## src/rtl/seg_display_driver_pkg.sv

```systemverilog
// rtl/seg_display_driver_pkg.sv - display state enum and active-low seven-segment pattern table
package seg_display_driver_pkg;

    typedef enum logic [1:0] {
        BLANK  = 2'd0,
        SCAN   = 2'd1,
        HALTED = 2'd2
    } disp_state_e;

    localparam int         NUM_DIGITS = 8;
    localparam logic [7:0] SEG_OFF    = 8'hFF;
    localparam logic [7:0] AN_OFF     = 8'hFF;

    // Bit order {g,f,e,d,c,b,a}; a 0 lights the segment.
    localparam logic [6:0] SEG_PATTERNS [16] = '{
        7'h40, 7'h79, 7'h24, 7'h30,
        7'h19, 7'h12, 7'h02, 7'h78,
        7'h00, 7'h10, 7'h08, 7'h03,
        7'h46, 7'h21, 7'h06, 7'h0E
    };

endpackage

```

## src/rtl/seg_hex_decoder.sv

```systemverilog
// rtl/seg_hex_decoder.sv - combinational hex nibble to active-low seven-segment pattern
module seg_hex_decoder
    import seg_display_driver_pkg::*;
(
    input  logic [3:0] nibble_i,
    output logic [6:0] pattern_o
);

    assign pattern_o = SEG_PATTERNS[nibble_i];

endmodule

```

## src/rtl/seg_display_driver.sv

```systemverilog
// rtl/seg_display_driver.sv - 8-digit multiplexed hex display driver; SEG_LEADING_ZERO_BLANK_EN enables leading-zero blanking
module seg_display_driver
    import seg_display_driver_pkg::*;
#(
    parameter int SCAN_DIV = 100000,
    parameter int WIDTH    = 32
) (
    input  logic             clk,
    input  logic             rst,
    input  logic [WIDTH-1:0] ledData,
    input  logic             ledValid,
    input  logic             halt,
    output logic [7:0]       an,
    output logic [7:0]       seg,
    output logic [WIDTH-1:0] shown
);

    localparam int               CNT_W    = $clog2(SCAN_DIV);
    localparam logic [CNT_W-1:0] CNT_LAST = CNT_W'(SCAN_DIV - 1);

    disp_state_e      state_q, state_d;
    logic [CNT_W-1:0] cnt_q, cnt_d;
    logic [2:0]       idx_q, idx_d;
    logic [WIDTH-1:0] shown_q, shown_d;
    logic [7:0]       an_q, an_d;
    logic [7:0]       seg_q, seg_d;

    logic             tick;
    logic [3:0]       nibble;
    logic [6:0]       hex_pattern;
    logic             digit_blank;

    seg_hex_decoder u_hex_decoder (
        .nibble_i  (nibble),
        .pattern_o (hex_pattern)
    );

    always_comb begin
        tick    = (cnt_q == CNT_LAST);
        cnt_d   = tick ? '0 : cnt_q + 1'b1;
        idx_d   = tick ? idx_q + 3'd1 : idx_q;
        state_d = state_q;
        shown_d = shown_q;

        // halt is checked first so a simultaneous strobe still lands in HALTED.
        case (state_q)
            BLANK: begin
                if (halt) begin
                    state_d = HALTED;
                end else if (ledValid) begin
                    state_d = SCAN;
                end
            end
            SCAN: begin
                if (halt) begin
                    state_d = HALTED;
                end
            end
            default: ;
        endcase

        if (ledValid && (state_q != HALTED)) begin
            shown_d = ledData;
        end
    end

    always_comb begin
        nibble      = 4'(shown_q >> {idx_q, 2'b00});
        digit_blank = 1'b0;
`ifdef SEG_LEADING_ZERO_BLANK_EN
        digit_blank = (idx_q != 3'd0) && ((shown_q >> {idx_q, 2'b00}) == '0);
`endif
        an_d  = AN_OFF;
        seg_d = SEG_OFF;
        if ((state_q != BLANK) && !digit_blank) begin
            an_d  = ~(8'b1 << idx_q);
            // Decimal point on digit 0 marks a halted CPU.
            seg_d = {~((state_q == HALTED) && (idx_q == 3'd0)), hex_pattern};
        end
    end

    always_ff @(posedge clk) begin
        if (rst) begin
            state_q <= BLANK;
            cnt_q   <= '0;
            idx_q   <= 3'd0;
            shown_q <= '0;
            an_q    <= AN_OFF;
            seg_q   <= SEG_OFF;
        end else begin
            state_q <= state_d;
            cnt_q   <= cnt_d;
            idx_q   <= idx_d;
            shown_q <= shown_d;
            an_q    <= an_d;
            seg_q   <= seg_d;
        end
    end

    assign an    = an_q;
    assign seg   = seg_q;
    assign shown = shown_q;

endmodule

```

## config.mk

```make
export PLATFORM = sky130hd
export DESIGN_NAME = seg_display_driver
export DESIGN_NICKNAME = d
export VERILOG_FILES = /design/src/rtl/seg_display_driver_pkg.sv /design/src/rtl/seg_hex_decoder.sv /design/src/rtl/seg_display_driver.sv
export SDC_FILE = /design/constraint.sdc
export NUM_CORES = 1
export LEC_CHECK = 0
export ABC_AREA = 1
export BUFFER_PORTS_ARGS = -buffer_cell sky130_fd_sc_hd__buf_2
export CORE_MARGIN = 2
export CORE_UTILIZATION = 53
export DETAILED_ROUTE_END_ITERATION = 16
export GPL_ROUTABILITY_DRIVEN = 0
export GPL_TIMING_DRIVEN = 1
export HOLD_SLACK_MARGIN = 0.05
export PLACE_DENSITY = 0.91
export SLEW_MARGIN = 30
export SYNTH_ARGS = -nofsm -noshare
export SYNTH_HDL_FRONTEND = slang
export SYNTH_SLANG_ARGS = --single-unit
```

## constraint.sdc

```tcl
create_clock -name clk -period 2.05 [get_ports clk]
set_input_delay 0.205 -clock clk [delete_from_list [all_inputs] [get_ports clk]]
set_output_delay 0.205 -clock clk [all_outputs]
set_load 0.05 [all_outputs]
```

### Yosys cells after proc, flatten, opt, wreduce, memory -nomap -nowiden

Memories as Yosys holds them, arrays and structs flattened. A register that Yosys moved wholly into a read port is not among the register bits.
Cells that the tools add are included.
Widths: inputs -> output; s select.

| storage, ports and cells | value |
|---|---|
| register bits after elaboration | 70 |
| ROM bits | 112 |
| bits of input ports | 36 |
| memories | 1 |

Memory list:

| memory | depth | width | rd ports | clocked after memory_dff | write ports | line | source |
|---|---|---|---|---|---|---|---|
| (name not given) | 16 | 7 | 1 | 1 | 0 | seg_hex_decoder.sv:9 | `assign pattern_o = SEG_PATTERNS[nibble_i];` |

| operators by class | value |
|---|---|
| $add $sub $neg | 2 |
| magnitude comparators | 1 |
| eq/ne operators | 6 |
| shifts and indexed selects | 2 |
| multiplexer cells | 6 |
| bitwise logic cells | 4 |
| reductions and logical operators | 9 |

Operators by type and width:

| kind | number |
|---|---|
| $shr 32x5->4 | 1 |
| $add 17x1->17 const B | 1 |
| $eq 17x17->1 const B | 1 |
| $mux 7 | 2 |
| $not 8->8 | 1 |
| $shl 1x3->8 const A | 1 |
| $mux 2 | 3 |
| $ge 5x5->1 const B | 1 |
| $not 4->5 | 1 |
| $ne 2x2->1 const B | 2 |
| $pmux 2 s2 | 1 |
| $reduce_bool 2->1 | 2 |
| $reduce_or 2->1 | 2 |
| $add 3x1->3 const B | 1 |
| $logic_not 3->1 | 1 |
| $ne 3x3->1 const B | 1 |
| $reduce_and 3->1 | 1 |
| $eq 2x1->1 const B | 1 |
| $eq 2x2->1 const B | 1 |
| $logic_and 1x1->1 | 2 |
| $logic_not 2->1 | 1 |
| $not 1->1 | 2 |

### Depth between registers and ports, before layout

| depth | value |
|---|---|
| depth in word-level cells | 5 |
| gate-level depth with buffers | 13 |
| gate-level depth less buffers | 11 |

### Cells and area by module

Synthesis repeated with hierarchy kept, for this count alone.

| unflattened totals | value |
|---|---|
| cells, all modules | 436 |
| area total of the unflattened synthesis | 3168.0 um^2 |

Modules (own cells, without submodules):

| module | instances | cells an instance | area each (um^2) | seq. area each (um^2) |
|---|---|---|---|---|
| seg_display_driver | 1 | 385 | 2892.8 | 1401.3 |
| seg_hex_decoder | 1 | 51 | 275.3 | 0.0 |

### Worst setup path before layout

Ideal clock, no wire load.

| path | value |
|---|---|
| path type | register to register |
| start | register shown_q[13] (netlist: shown[13]) |
| end | register seg_q[0] (netlist: seg[0]) |
| data arrival time | 1.593 ns |
| path slack | 0.335 ns |
| cell stages (with the launch flop) | 11 |
| buffers on the path | 0 |
| period minus slack after synthesis | 1.715 ns |
| path through | dfxtp_1 > inv_1 > nand2_1 > nand3_1 > nand3_1 > nand2_1 > ha_1 > inv_1 > nand3_1 > nand3_1 > nand3_1 |

| between the ends | value |
|---|---|
| word-level cells in the longest chain between the ends | 2 |

RTL lines:

| element | line | source |
|---|---|---|
| start: declaration | seg_display_driver.sv:24 | `logic [WIDTH-1:0] shown_q, shown_d;` |
| start signal: assignment | seg_display_driver.sv:94 | `shown_q <= shown_d;` |
| $shr 32x5->4 | seg_display_driver.sv:68 | `nibble = 4'(shown_q >> {idx_q, 2'b00});` |
| $not 4->5 (not written as such) | seg_hex_decoder.sv:9 |  |
| end: declaration | seg_display_driver.sv:26 | `logic [7:0] seg_q, seg_d;` |

Every way passes these cells.
A chain may end at the register's enable or synchronous reset.

### Worst setup path after layout

| path | value |
|---|---|
| start | register idx_q[0] |
| end | register seg_q[6] (netlist: seg[6]) |

| between the ends | value |
|---|---|
| word-level cells in the longest chain between the ends | 2 |

RTL lines:

| element | line | source |
|---|---|---|
| start: declaration | seg_display_driver.sv:23 | `logic [2:0] idx_q, idx_d;` |
| start signal: assignment | seg_display_driver.sv:93 | `idx_q <= idx_d;` |
| $shr 32x5->4 | seg_display_driver.sv:68 |  |
| $not 4->5 (not written as such) | seg_hex_decoder.sv:9 |  |

Every way passes these cells.

==> impl_results.md <==
* Min-Delay Path Class: input pin to flip-flop
* Number of synthesized flops with an enable pin at 0
* Cell taking the most area after synthesis: dfxtp_1
* GRT busiest layer: met2
* Initial antenna violation count at 0
* Die area at 0.00687 mm^2
* Fraction of registers with async set/reset at 0%
* Drt first-iter violations at 163
* Cell mode on critical path: nand2_1
* Commonest non-fill, non-tap cells in the layout: buf_2 (83), nand2_1 (78), dfxtp_1 (69), inv_1 (57), nand3_1 (46)
* CP required at 2.29 ns
* Ports at 84
* Die Wd at 82.9 um
* Core Area at 0.00596 mm^2
* Skew-Pair Late Insertion Delay at 0.36 ns
* Row cnt at 28
* Pin count of the biggest net entering global routing at 65
* Syn nets at 479
* Worst slew margin at 66.0%
* TritonRoute pass-1 iters at 5
* Setup CP Type: flip-flop to flip-flop
* FMAX at 0.548 GHz
* Num CTS Buffers at 9
* CTS tree: done
* Vias in the first global route at 2968
* Maxcap violations at 0
* Setup crit end kind: flip-flop
* Max Root-Sink Buffers at 2
* Power, Total at 0.00342 W
* H-tree Lvls at 3
* Final period util at 89.1%
* Cells after Synth at 430
* LEAKAGE at 1.83 nW
* Syn-to-layout area delta at 21.1%
* CP startpoint kind: flip-flop
* Max VDD drop at 0.577 mV
* Slew Viols, Final at 0
* # port buffers at 83
* DRC Markers at 0
* # diodes at 0
* Layout cells sized above 1 at 25.3%
* Top cell type's share of synthesized area at 42.5%
* Met1 GRT Util at 29.2%
* Filler cell count at 484
* Met2 Usage GRT at 37.1%
* Worst Skew at 0.00644 ns
* GRT Util Overall at 23.4%
* First-pass GRT wire length at 13200 um
* Synth Cell Area at 0.00330 mm^2
* Minimum clock period at 1.83 ns
* Ys flop type: dfxtp_1
* Slowest cell on the critical path: dfxtp_1
* Final nets at 562
* M3 GR Usage at 6.56%
* Crit Path Max Fanout at 21
* Ys Warns at 0
* Final ANT Viol Nets at 0
* Power per cell area at 856 mW/mm^2
* Register area share after synthesis at 42.5%
* CP max stage delay at 0.33 ns
* RSZ-0062 raised after global routing: false
* Clk slew on worst S/H paths at 0.07 ns
* Most common cell after layout, fill and taps aside: buf_2
* Mean post-synth cell area at 7.67 um^2
* Slew @ Worst Pin at 0.510 ns
* Placed wire-length estimate at 5710 um
* Die H at 82.9 um
* Setup TNS at 0 ns
* DR vias at 3196
* Starting density of the core at 55.4%
* DRT Wirelength at 7950 um
* Area contributors post-synth: dfxtp_1 (43%), nand2_1 (8.9%), nand3_1 (7.0%)
* Final hold viol count at 0
* Root Buffer: clkbuf_8
* Seq cells post-synth at 70
* # clock sinks at 70
* CP Data Arrival Time at 2.07 ns
* Worst-path cell chain: buf_12, inv_8, nand2_1, nand3_1, nand3_1, nand2_1, inv_1, ha_1, nand3_2, nand2_1, nand2_1, nand3_1
* Total gr overflow at 0
* Netlist cell types at 34
* Setup-failing EPs final at 0
* Status: completed
* Avg Vias per Cell at 5.39
* DR WL/cell at 13.4 um
registers in the layout, summed over array words and instances, names as in the netlist:
| register | flops |
|---|---|
| cnt_q | 17 |
| an | 8 |
| idx_q | 3 |
| state_q | 2 |
| seg | 8 |
| shown | 32 |
power breakdown:
| part | internal (W) | switching, W | total, W |
|---|---|---|---|
| registers | 0.00143 | 0.0000385 | 0.00147 |
| logic | 0.000153 | 0.000451 | 0.000604 |
| clock network | 0.000806 | 0.000535 | 0.00134 |
| total | 0.00239 | 0.00102 | 0.00342 |
routing by layer:
layer | vias up | wire length, um
li1 | 1561 | -
met1 | 1469 | 3460
met2 | 139 | 3730
met3 | 27 | 502
met4 | 0 | 261
met5 | - | 0
area by class of cell:
class / instances / area, um^2 / share of cell area [%]
repair buffers: 88 / 465 / 11.7
inverters: 61 / 241 / 6.05
multi-input cells: 283 / 1550 / 38.8
well taps: 75 / 93.8 / 2.35
clock inverters: 6 / 110 / 2.76
flip-flops and latches: 70 / 1400 / 35.1
clock buffers: 10 / 128 / 3.20
repair_timing:
action,4_1_cts,5_1_grt
resized for setup,0,1
setup endpoints to repair,0,1
hold buffers,0,0
hold endpoints to repair,0,0
buffers inserted,0,0
Yosys cell counts (2+ instances only):
cell type	count
nand3_4	2
clkbuf_1	8
nor3_1	6
nand3_2	5
inv_1	57
nor2_1	20
inv_4	2
dfxtp_1	70
buf_2	2
nand3_1	46
nand4_1	8
o21ai_0	35
buf_4	2
or2_2	2
a21oi_1	44
nor3_4	2
ha_1	13
nand2_1	78
xor2_1	4
nand2_2	8
buf_6	3
path summary, 6_finish.rpt:
kind	cells past startpoint	endpoint	slack, ns	start
worst min-delay path	2	state_q[0]$_SDFFE_PP0P_	0.06	halt
worst max-delay path	12	seg[6]$_SDFF_PP1_	0.22	idx_q[0]$_SDFFE_PP0N_
worst max register to register	12	seg[6]$_SDFF_PP1_	0.22	idx_q[0]$_SDFFE_PP0N_
worst min register to register	1	seg[7]$_SDFF_PP1_	0.44	state_q[1]$_SDFFE_PP0P_
worst max-delay path: cells and delay by family (launching register included):
kind,cells,cell delay [ns]
and+or+nand+nor,8,0.75
adders and majority gates,1,0.25
DFF,1,0.33
buffers and inverters,3,0.38
cells by family after synthesis:
kind of cell	count (synthesis)	share of synthesized area, %
compound gates	84	13.4
xor+xnor	5	1.33
fa+ha+maj	13	4.93
buf+inv	77	10.5
flops	70	42.5
simple gates	181	27.4
stage by stage:
stage                     util, %  cell area, um^2  instances  setup WS (ns)  hold WS, ns
after global routing         67.0             3990        593         0.0908       0.0591
after floorplan                 -             3300        430          0.335        0.277
after global placement       63.0             3750        577          0.317        0.423
after CTS                    67.0             3990        593          0.139       0.0528
final                        67.0             3990        593          0.224       0.0606
after detailed placement     63.0             3750        577          0.201        0.424
Power figures use the tool's default switching activity.
